## src/rtl/ps2_keyboard_rx.sv

```systemverilog
// PS/2 keyboard receiver: syncs/filters the raw lines, deframes 11-bit frames and folds E0/F0
// prefixes into one 32-bit event word. Optional PS2_TYPEMATIC_FILTER_EN suppresses repeated makes.
module ps2_keyboard_rx #(
  parameter int unsigned FILTER_LEN     = 8,
  parameter int unsigned TIMEOUT_CYCLES = 50000
) (
  input  logic        clk,
  input  logic        reset,
  input  logic        ps2Clk,
  input  logic        ps2Dat,
  output logic [31:0] ps2Data,
  output logic        newEvent,
  output logic        frameErr
);

  localparam int unsigned FW = (FILTER_LEN > 1) ? $clog2(FILTER_LEN) : 1;
  localparam int unsigned TW = $clog2(TIMEOUT_CYCLES + 1);

  typedef enum logic [1:0] {IDLE, DATA, PARITY, STOP} state_t;

  logic          clk_s1, clk_s2, dat_s1, dat_s2;
  logic          filt, filt_q;
  logic [FW-1:0] flt_cnt;
  logic          fall;

  state_t        state, eff_state;
  logic [2:0]    bitcnt;
  logic [7:0]    shreg;
  logic          par;
  logic [TW-1:0] tcnt;

  logic          ext_pend, brk_pend;
  logic [7:0]    ev_code, ev_cnt, err_cnt;
  logic          ev_brk, ev_ext;

  logic          timeout, start_err, stop_done, byte_ok, frame_bad;
  logic          is_e0, is_f0, is_key, emit;

`ifdef PS2_TYPEMATIC_FILTER_EN
  logic [8:0]    last_make;
  logic          last_vld;
  logic          key_match;
`endif

  // Input synchronisers and clock-line glitch filter.
  always_ff @(posedge clk) begin
    if (!reset) begin
      clk_s1  <= 1'b1;
      clk_s2  <= 1'b1;
      dat_s1  <= 1'b1;
      dat_s2  <= 1'b1;
      filt    <= 1'b1;
      filt_q  <= 1'b1;
      flt_cnt <= '0;
    end else begin
      clk_s1 <= ps2Clk;
      clk_s2 <= clk_s1;
      dat_s1 <= ps2Dat;
      dat_s2 <= dat_s1;
      filt_q <= filt;
      if (clk_s2 == filt) begin
        flt_cnt <= '0;
      end else if (flt_cnt == FW'(FILTER_LEN - 1)) begin
        filt    <= clk_s2;
        flt_cnt <= '0;
      end else begin
        flt_cnt <= flt_cnt + 1'b1;
      end
    end
  end

  assign fall = filt_q & ~filt;

  // A timeout forces IDLE first, so a coincident edge is treated as a fresh start bit.
  always_comb begin
    timeout   = (state != IDLE) && (tcnt == TW'(TIMEOUT_CYCLES));
    eff_state = timeout ? IDLE : state;
    start_err = fall && (eff_state == IDLE) && dat_s2;
    stop_done = fall && (eff_state == STOP);
    byte_ok   = stop_done && dat_s2 && (^{par, shreg});
    frame_bad = timeout || start_err || (stop_done && !byte_ok);
    is_e0     = (shreg == 8'hE0);
    is_f0     = (shreg == 8'hF0);
    is_key    = byte_ok && !is_e0 && !is_f0;
`ifdef PS2_TYPEMATIC_FILTER_EN
    key_match = last_vld && (last_make == {ext_pend, shreg});
    emit      = is_key && !(key_match && !brk_pend);
`else
    emit      = is_key;
`endif
  end

  always_ff @(posedge clk) begin
    if (!reset) begin
      state    <= IDLE;
      bitcnt   <= '0;
      shreg    <= '0;
      par      <= 1'b0;
      tcnt     <= '0;
      ext_pend <= 1'b0;
      brk_pend <= 1'b0;
      ev_code  <= '0;
      ev_brk   <= 1'b0;
      ev_ext   <= 1'b0;
      ev_cnt   <= '0;
      err_cnt  <= '0;
      newEvent <= 1'b0;
      frameErr <= 1'b0;
    end else begin
      newEvent <= 1'b0;
      frameErr <= 1'b0;

      if (fall || timeout || state == IDLE) begin
        tcnt <= '0;
      end else begin
        tcnt <= tcnt + 1'b1;
      end

      if (fall) begin
        case (eff_state)
          IDLE: begin
            bitcnt <= '0;
            state  <= dat_s2 ? IDLE : DATA;
          end
          DATA: begin
            shreg  <= {dat_s2, shreg[7:1]};
            bitcnt <= bitcnt + 3'd1;
            if (bitcnt == 3'd7) begin
              state <= PARITY;
            end
          end
          PARITY: begin
            par   <= dat_s2;
            state <= STOP;
          end
          default: state <= IDLE;
        endcase
      end else if (timeout) begin
        state <= IDLE;
      end

      if (frame_bad) begin
        ext_pend <= 1'b0;
        brk_pend <= 1'b0;
        frameErr <= 1'b1;
        if (err_cnt != 8'hFF) begin
          err_cnt <= err_cnt + 8'd1;
        end
      end else if (byte_ok) begin
        if (is_e0) begin
          ext_pend <= 1'b1;
        end else if (is_f0) begin
          brk_pend <= 1'b1;
        end else begin
          ext_pend <= 1'b0;
          brk_pend <= 1'b0;
          if (emit) begin
            ev_code  <= shreg;
            ev_brk   <= brk_pend;
            ev_ext   <= ext_pend;
            ev_cnt   <= ev_cnt + 8'd1;
            newEvent <= 1'b1;
          end
        end
      end
    end
  end

`ifdef PS2_TYPEMATIC_FILTER_EN
  // Remembers the last emitted make; a matching break forgets it.
  always_ff @(posedge clk) begin
    if (!reset) begin
      last_make <= '0;
      last_vld  <= 1'b0;
    end else if (is_key) begin
      if (!brk_pend) begin
        last_make <= {ext_pend, shreg};
        last_vld  <= 1'b1;
      end else if (key_match) begin
        last_vld <= 1'b0;
      end
    end
  end
`endif

  assign ps2Data = {err_cnt, ev_cnt, 6'b0, ev_ext, ev_brk, ev_code};

endmodule

```

## config.mk

```make
export PLATFORM = sky130hd
export DESIGN_NAME = ps2_keyboard_rx
export DESIGN_NICKNAME = d
export VERILOG_FILES = /design/src/rtl/ps2_keyboard_rx.sv
export SDC_FILE = /design/constraint.sdc
export NUM_CORES = 1
export LEC_CHECK = 0
export CAP_MARGIN = 5
export CORE_MARGIN = 3
export CORE_UTILIZATION = 50
export DETAILED_ROUTE_END_ITERATION = 10
export PLACE_DENSITY = 0.76
export SLEW_MARGIN = 30
export SYNTH_ARGS = -nofsm -noshare
export SYNTH_HDL_FRONTEND = slang
export SYNTH_SLANG_ARGS = --single-unit
```

## constraint.sdc

```tcl
create_clock -name clk -period 2.7 [get_ports clk]
set_input_delay 0.54 -clock clk [delete_from_list [all_inputs] [get_ports clk]]
set_output_delay 0.54 -clock clk [all_outputs]
set_load 0.005 [all_outputs]
```

### Word level (Yosys, flattened, before mapping)

Index checks and enable logic that the tools add are counted.

| operators by class | value |
|---|---|
| reduce and logical (&&, ||, !) cells | 33 |
| bitwise logic cells | 8 |
| add/sub/neg operators | 5 |
| multiplexer cells | 11 |
| eq/ne operators | 12 |

Operators with widths:

| cell | number |
|---|---|
| $add 16x1->16 const B | 1 |
| $add 8x1->8 const B | 2 |
| $eq 16x16->1 const B | 1 |
| $eq 8x8->1 const B | 2 |
| $reduce_and 2->1 | 7 |
| $logic_and 1x1->1 | 9 |
| $reduce_xor 9->1 | 1 |
| $ne 8x8->1 const B | 1 |
| $not 1->1 | 7 |
| $add 3x1->3 const B | 2 |
| $eq 3x3->1 const B | 2 |
| $mux 1 | 6 |
| $mux 2 | 3 |
| $pmux 2 s3 | 1 |
| $pmux 3 s2 | 1 |
| $reduce_and 5->1 | 1 |
| $reduce_or 5->1 | 1 |
| $eq 2x2->1 const B | 2 |
| $logic_not 2->1 | 2 |
| $logic_or 1x1->1 | 4 |
| $reduce_bool 2->1 | 2 |
| $reduce_or 2->1 | 2 |
| $logic_not 1->1 | 3 |
| $ne 3x3->1 const B | 1 |
| other kinds (5) | 5 |

| storage, ports and cells | value |
|---|---|
| register bits after elaboration | 69 |
| input port bits | 4 |
| output and inout port bits | 34 |
| word-level logic and storage cells | 90 |

### Depth between registers and ports, before layout

| logic depth | value |
|---|---|
| depth after elaboration | 12 |
| gate-level depth with buffers | 14 |
| mapped depth without buffers | 12 |

### Least setup slack after synthesis

OpenSTA, ideal clock, no wires.

| path | value |
|---|---|
| path kind | register to register |
| start point | register tcnt[3] |
| end point | register err_cnt[6] |
| arrival | 2.586 ns |
| path slack | -0.004 ns |
| setup time | 0.119 ns |
| cell stages (with the launch flop) | 13 |
| clock period less this slack | 2.704 ns |
| path buffers | 1 |
| data required time | 2.581 ns |
| path through | dfxtp_1 -> nor4b_2 -> nand4_1 -> or2_2 -> clkbuf_1 -> nand2_1 -> inv_1 -> ha_1 -> nand2b_1 -> o21ai_0 -> a31oi_1 -> a211oi_1 -> o221a_2 |

| between the ends | value |
|---|---|
| word-level cells in the longest chain between the ends | 11 |
| elaborated cells on any way between the ends | 15 |
| classes of those cells | eq/ne (2); mux (1); reduce/logical (12) |

RTL lines:

| what | RTL line | text |
|---|---|---|
| start: declaration | 30 | `logic [TW-1:0] tcnt;` |
| start signal: assignment | 116 | `tcnt <= tcnt + 1'b1;` |
| $eq 16x16->1 * | 76 | `timeout = (state != IDLE) && (tcnt == TW'(TIMEOUT_CYCLES));` |
| $logic_and 1x1->1 * | 76 |  |
| $mux 2 | n/a |  |
| $eq 2x2->1 | 79 | `stop_done = fall && (eff_state == STOP);` |
| $logic_and 1x1->1 | 79 |  |
| $logic_and 1x1->1 (2 in a row) | 80 | `byte_ok = stop_done && dat_s2 && (^{par, shreg});` |
| $logic_not 1->1 | 81 | `frame_bad = timeout \|\| start_err \|\| (stop_done && !byte_ok);` |
| $logic_and 1x1->1 | 81 |  |
| $logic_or 1x1->1 * | 81 |  |
| $reduce_and 2->1 (no source line) * | n/a |  |
| end signal: assignment | 147 | `err_cnt <= err_cnt + 8'd1;` |
| end: declaration | 33 | `logic [7:0] ev_code, ev_cnt, err_cnt;` |

Every way passes the cells marked *; elsewhere a longest branch is shown, timed or not.
A chain may end at the register's enable or synchronous reset.

### Final worst setup path

| path | value |
|---|---|
| start point | register tcnt[7] |
| end point | register ev_cnt[5] |

| between the ends | value |
|---|---|
| word-level cells in the longest chain between the ends | 12 |
| elaborated cells on any way between the ends | 18 |
| classes of those cells | eq/ne (2); mux (1); bitwise (1); reduce/logical (14) |

RTL lines:

| what | RTL line | text |
|---|---|---|
| $eq 16x16->1 * | 76 |  |
| $logic_and 1x1->1 * | 76 |  |
| $mux 2 | n/a |  |
| $eq 2x2->1 | 79 |  |
| $logic_and 1x1->1 | 79 |  |
| $logic_and 1x1->1 (2 in a row) | 80 |  |
| $logic_not 1->1 | 81 |  |
| $logic_and 1x1->1 | 81 |  |
| $logic_or 1x1->1 | 81 |  |
| $not 1->1 (no source line) | n/a |  |
| $reduce_and 5->1 (no source line) * | n/a |  |
| end signal: assignment | 161 | `ev_cnt <= ev_cnt + 8'd1;` |
| end: declaration | 33 |  |

Marks and branches as above.

==> flow_metrics.env <==
export IMPL_hp_class="reg2reg"
export IMPL_fin_crit_sh=0.9350
export IMPL_ys_ff_latch=69
export IMPL_synth_mux_area_frac=0.03351
export IMPL_synth_compound_area_share=0.1272
export IMPL_clock_latency_ns=0.34
export IMPL_multiInputGateArea_um2=1789
export IMPL_port_buffers=31
export IMPL_antennaDiodeCount=0
export IMPL_die_x_um=87.07
export IMPL_synth_edff_count=0
export IMPL_yosys_most_used_dff="dfxtp_1"
export IMPL_seqPwrFrac=0.523
export IMPL_h_tree_depth=3
export IMPL_wire_per_inst_um=13.68
export IMPL_cp_start_kind="register"
export IMPL_first_global_vias=2562
export IMPL_vias=2715
export IMPL_nNetsFinal=437
export IMPL_fmax_ghz=0.3961
export IMPL_status="finished, final reports clean"
export IMPL_tns_ns=0
export IMPL_finalNonFillerCells=495
export IMPL_core_um2=6131
export IMPL_hold_viol=0
export IMPL_dp_cells=479
export IMPL_power_density_nw_per_um2=493.9
export IMPL_seq_area_um2=1384
export IMPL_drt_pass1_iterations=4
export IMPL_fp_dieH_um=87.07
export IMPL_tightestPinTransition_ns=0.5145
export IMPL_cp_required_ns=2.97
export IMPL_ys_types=47
export IMPL_grt_setup_unrepaired="no"
export IMPL_start_util=0.5359
export IMPL_cp_end_kind="register"
export IMPL_clk_pin_slew_worst_paths_ns=0.07
export IMPL_viasPerCell=5.485
export IMPL_yosys_area_share_xor_xnor=0.05217
export IMPL_switchingPower_uw=388.4
export IMPL_rows=28
export IMPL_synthAdderAreaFrac=0.06474
export IMPL_yosys_warnings=0
export IMPL_netSwitchingFraction=0.1987
export IMPL_io_pins=38
export IMPL_cts_sinks=69
export IMPL_netlist_area_um2=3286
export IMPL_pwr_share_comb=0.016
export IMPL_wl_um=6770
export IMPL_grt_max_degree=33
export IMPL_drive_above_1_share=0.1048
export IMPL_drcViolationCount=0
export IMPL_antenna_left=0
export IMPL_grt_usage=0.1893
export IMPL_slew_headroom=0.6562
export IMPL_synthToLayoutAreaGrowth_pct=20.45
export IMPL_final_fill_count=494
export IMPL_cts_buffers=9
export IMPL_cts_root_buf="clkbuf_8"
export IMPL_path_max_fanout=25
export IMPL_grt_pass1_wl_um=11550
export IMPL_antenna_found_initial=0
export IMPL_synth_avg_cell_area_um2=8.624
export IMPL_drv_cap=0
export IMPL_finClkSkew_ns=0.009967
export IMPL_maxSlewViolCount=0
export IMPL_synthArstFlopShare=0
export IMPL_wl_met2_um=3183
export IMPL_synthSimpleGateAreaFrac=0.2483
export IMPL_syn_inst=381
export IMPL_p_clk_frac=0.461
export IMPL_highest_layer="met4"
export IMPL_vdd_drop_max_mv=0.2981
export IMPL_gp_congestion=0.8940
export IMPL_clockBufferDepth=2
export IMPL_die_area_um2=7580
export IMPL_crit_type="reg2reg"
export IMPL_overflow=0
export IMPL_wl_met1_um=3147
export IMPL_met3_length_um=313
export IMPL_leakage_nw=1.385
export IMPL_period_minus_slack_ns=2.525
export IMPL_ys_seq_area_frac=0.4204
export IMPL_cts_tree="done"
export IMPL_drtIter0Drc=108
export IMPL_synth_top_family_by_area="simple AND/OR/NAND/NOR gates"
export IMPL_critPathArrivalTime_ns=2.80
export IMPL_p_int_mw=1.566
export IMPL_dp_hpwl_um=4684
export IMPL_setup_viol=0
## cells by family (layout without fill, tap and decap cells)
family,Yosys count,after routing
other,1,6
multiplexers,11,11
XOR/XNOR,18,18
flip-flops,69,69
AND/OR/NAND/NOR,158,158
AO/OA/AOI/OAI,70,70
buffers and inverters,37,71
adder cells (fa/ha/maj),17,17
## cells in the mapped netlist (all sizes together) (10+ instances only)
master | instances | area share
dfxtp | 69 | 0.42
buf | 10 | 0.021
a21oi | 31 | 0.047
ha | 17 | 0.065
nand4 | 10 | 0.019
nor2 | 36 | 0.041
mux2i | 11 | 0.034
nand2b | 18 | 0.034
o21ai | 19 | 0.030
inv | 12 | 0.014
clkbuf | 15 | 0.018
nand3 | 29 | 0.044
nand2 | 31 | 0.035
## worst max-delay path: stages (launching register included)
cell      delay, ns
dfxtp_1        0.40
and4bb_2       0.24
nand4_1        0.10
or2_2          0.14
nand2_2        0.07
inv_1          0.09
ha_2           0.21
nand3_1        0.11
or2_0          0.26
buf_12         0.17
or4_1          0.50
a21oi_1        0.15
## area by class of cell
type                       count  share of cell area
clock buffer                  10             0.03478
clock inverter                 5             0.01897
inverter                      12             0.01138
multi-input combinational    280              0.4521
sequential                    69              0.3497
tap                           75             0.02371
timing repair buffer          44              0.1094
## timing repair
item | 4_1_cts | 5_1_grt
resized for setup | 0 | 10
setup endpoints to repair | 2 | 17
setup buffers | 1 | 0
hold buffers | 0 | 0
pin swaps | 0 | 0
## sequential cells by signal (all words and copies together), names as in the netlist, 2 cells and up
register	flops
bitcnt	3
shreg	8
tcnt	16
state	2
ev_code	8
ev_cnt	8
flt_cnt	3
err_cnt	8
## cells in the final DEF (no fill, tap or decap), types with 11 or more instances in the layout
cell / synthesis / routed
nand2_1: 31 / 30
dfxtp_1: 69 / 67
a21oi_1: 31 / 31
ha_1: 17 / 16
buf_4: 8 / 11
inv_1: 12 / 12
nand2b_1: 18 / 18
mux2i_1: 11 / 11
clkdlybuf4s50_1: 0 / 31
nor2_1: 36 / 35
o21ai_0: 18 / 16
nand3_1: 29 / 29
## final timing paths
check                           slack [ns]          startpoint  cells past startpoint                     end
worst max-delay path                  0.18  tcnt[7]$_SDFF_PP0_                     11  ev_cnt[5]$_SDFFE_PN0P_
worst min-delay path                  0.41   dat_s1$_SDFF_PN1_                      1       dat_s2$_SDFF_PN1_
worst max register to register        0.18  tcnt[7]$_SDFF_PP0_                     11  ev_cnt[5]$_SDFFE_PN0P_
worst min register to register        0.41   dat_s1$_SDFF_PN1_                      1       dat_s2$_SDFF_PN1_
## power groups by stage
stage / clock [mW] / combinational, mW / sequential [mW]
CTS: 0.915 / 0.0319 / 1.02
floorplan: 0 / 0.0275 / 1.05
detailed placement: 0 / 0.0320 / 1.05
finish: 0.901 / 0.0321 / 1.02
global placement: 0 / 0.0312 / 1.05
global route: 0.966 / 0.0359 / 1.02
## through the flow
step / utilization / power [mW] / hold WS [ns] / area, µm² / worst slack [ns]
3_5_place_dp: 0.6039 / 1.078 / 0.3940 / 3702 / 0.01465
3_3_place_gp: 0.6039 / 1.077 / 0.3905 / 3702 / 0.1344
4_1_cts: 0.6398 / 1.969 / 0.4096 / 3923 / 0.08594
5_1_grt: 0.6455 / 2.024 / 0.4307 / 3958 / 0.01248
2_1_floorplan: - / 1.073 / 0.3863 / 3311 / 0.03769
6_report: 0.6455 / 1.955 / 0.4084 / 3958 / 0.1754
## routing by layer
metal | GRT usage | up-vias
met2 | 0.2981 | 53
met5 | 0 | -
met4 | 0.08499 | 0
li1 | - | 1381
met1 | 0.2485 | 1270
met3 | 0.03974 | 11
No activity file was read; power rests on OpenSTA's default activity.
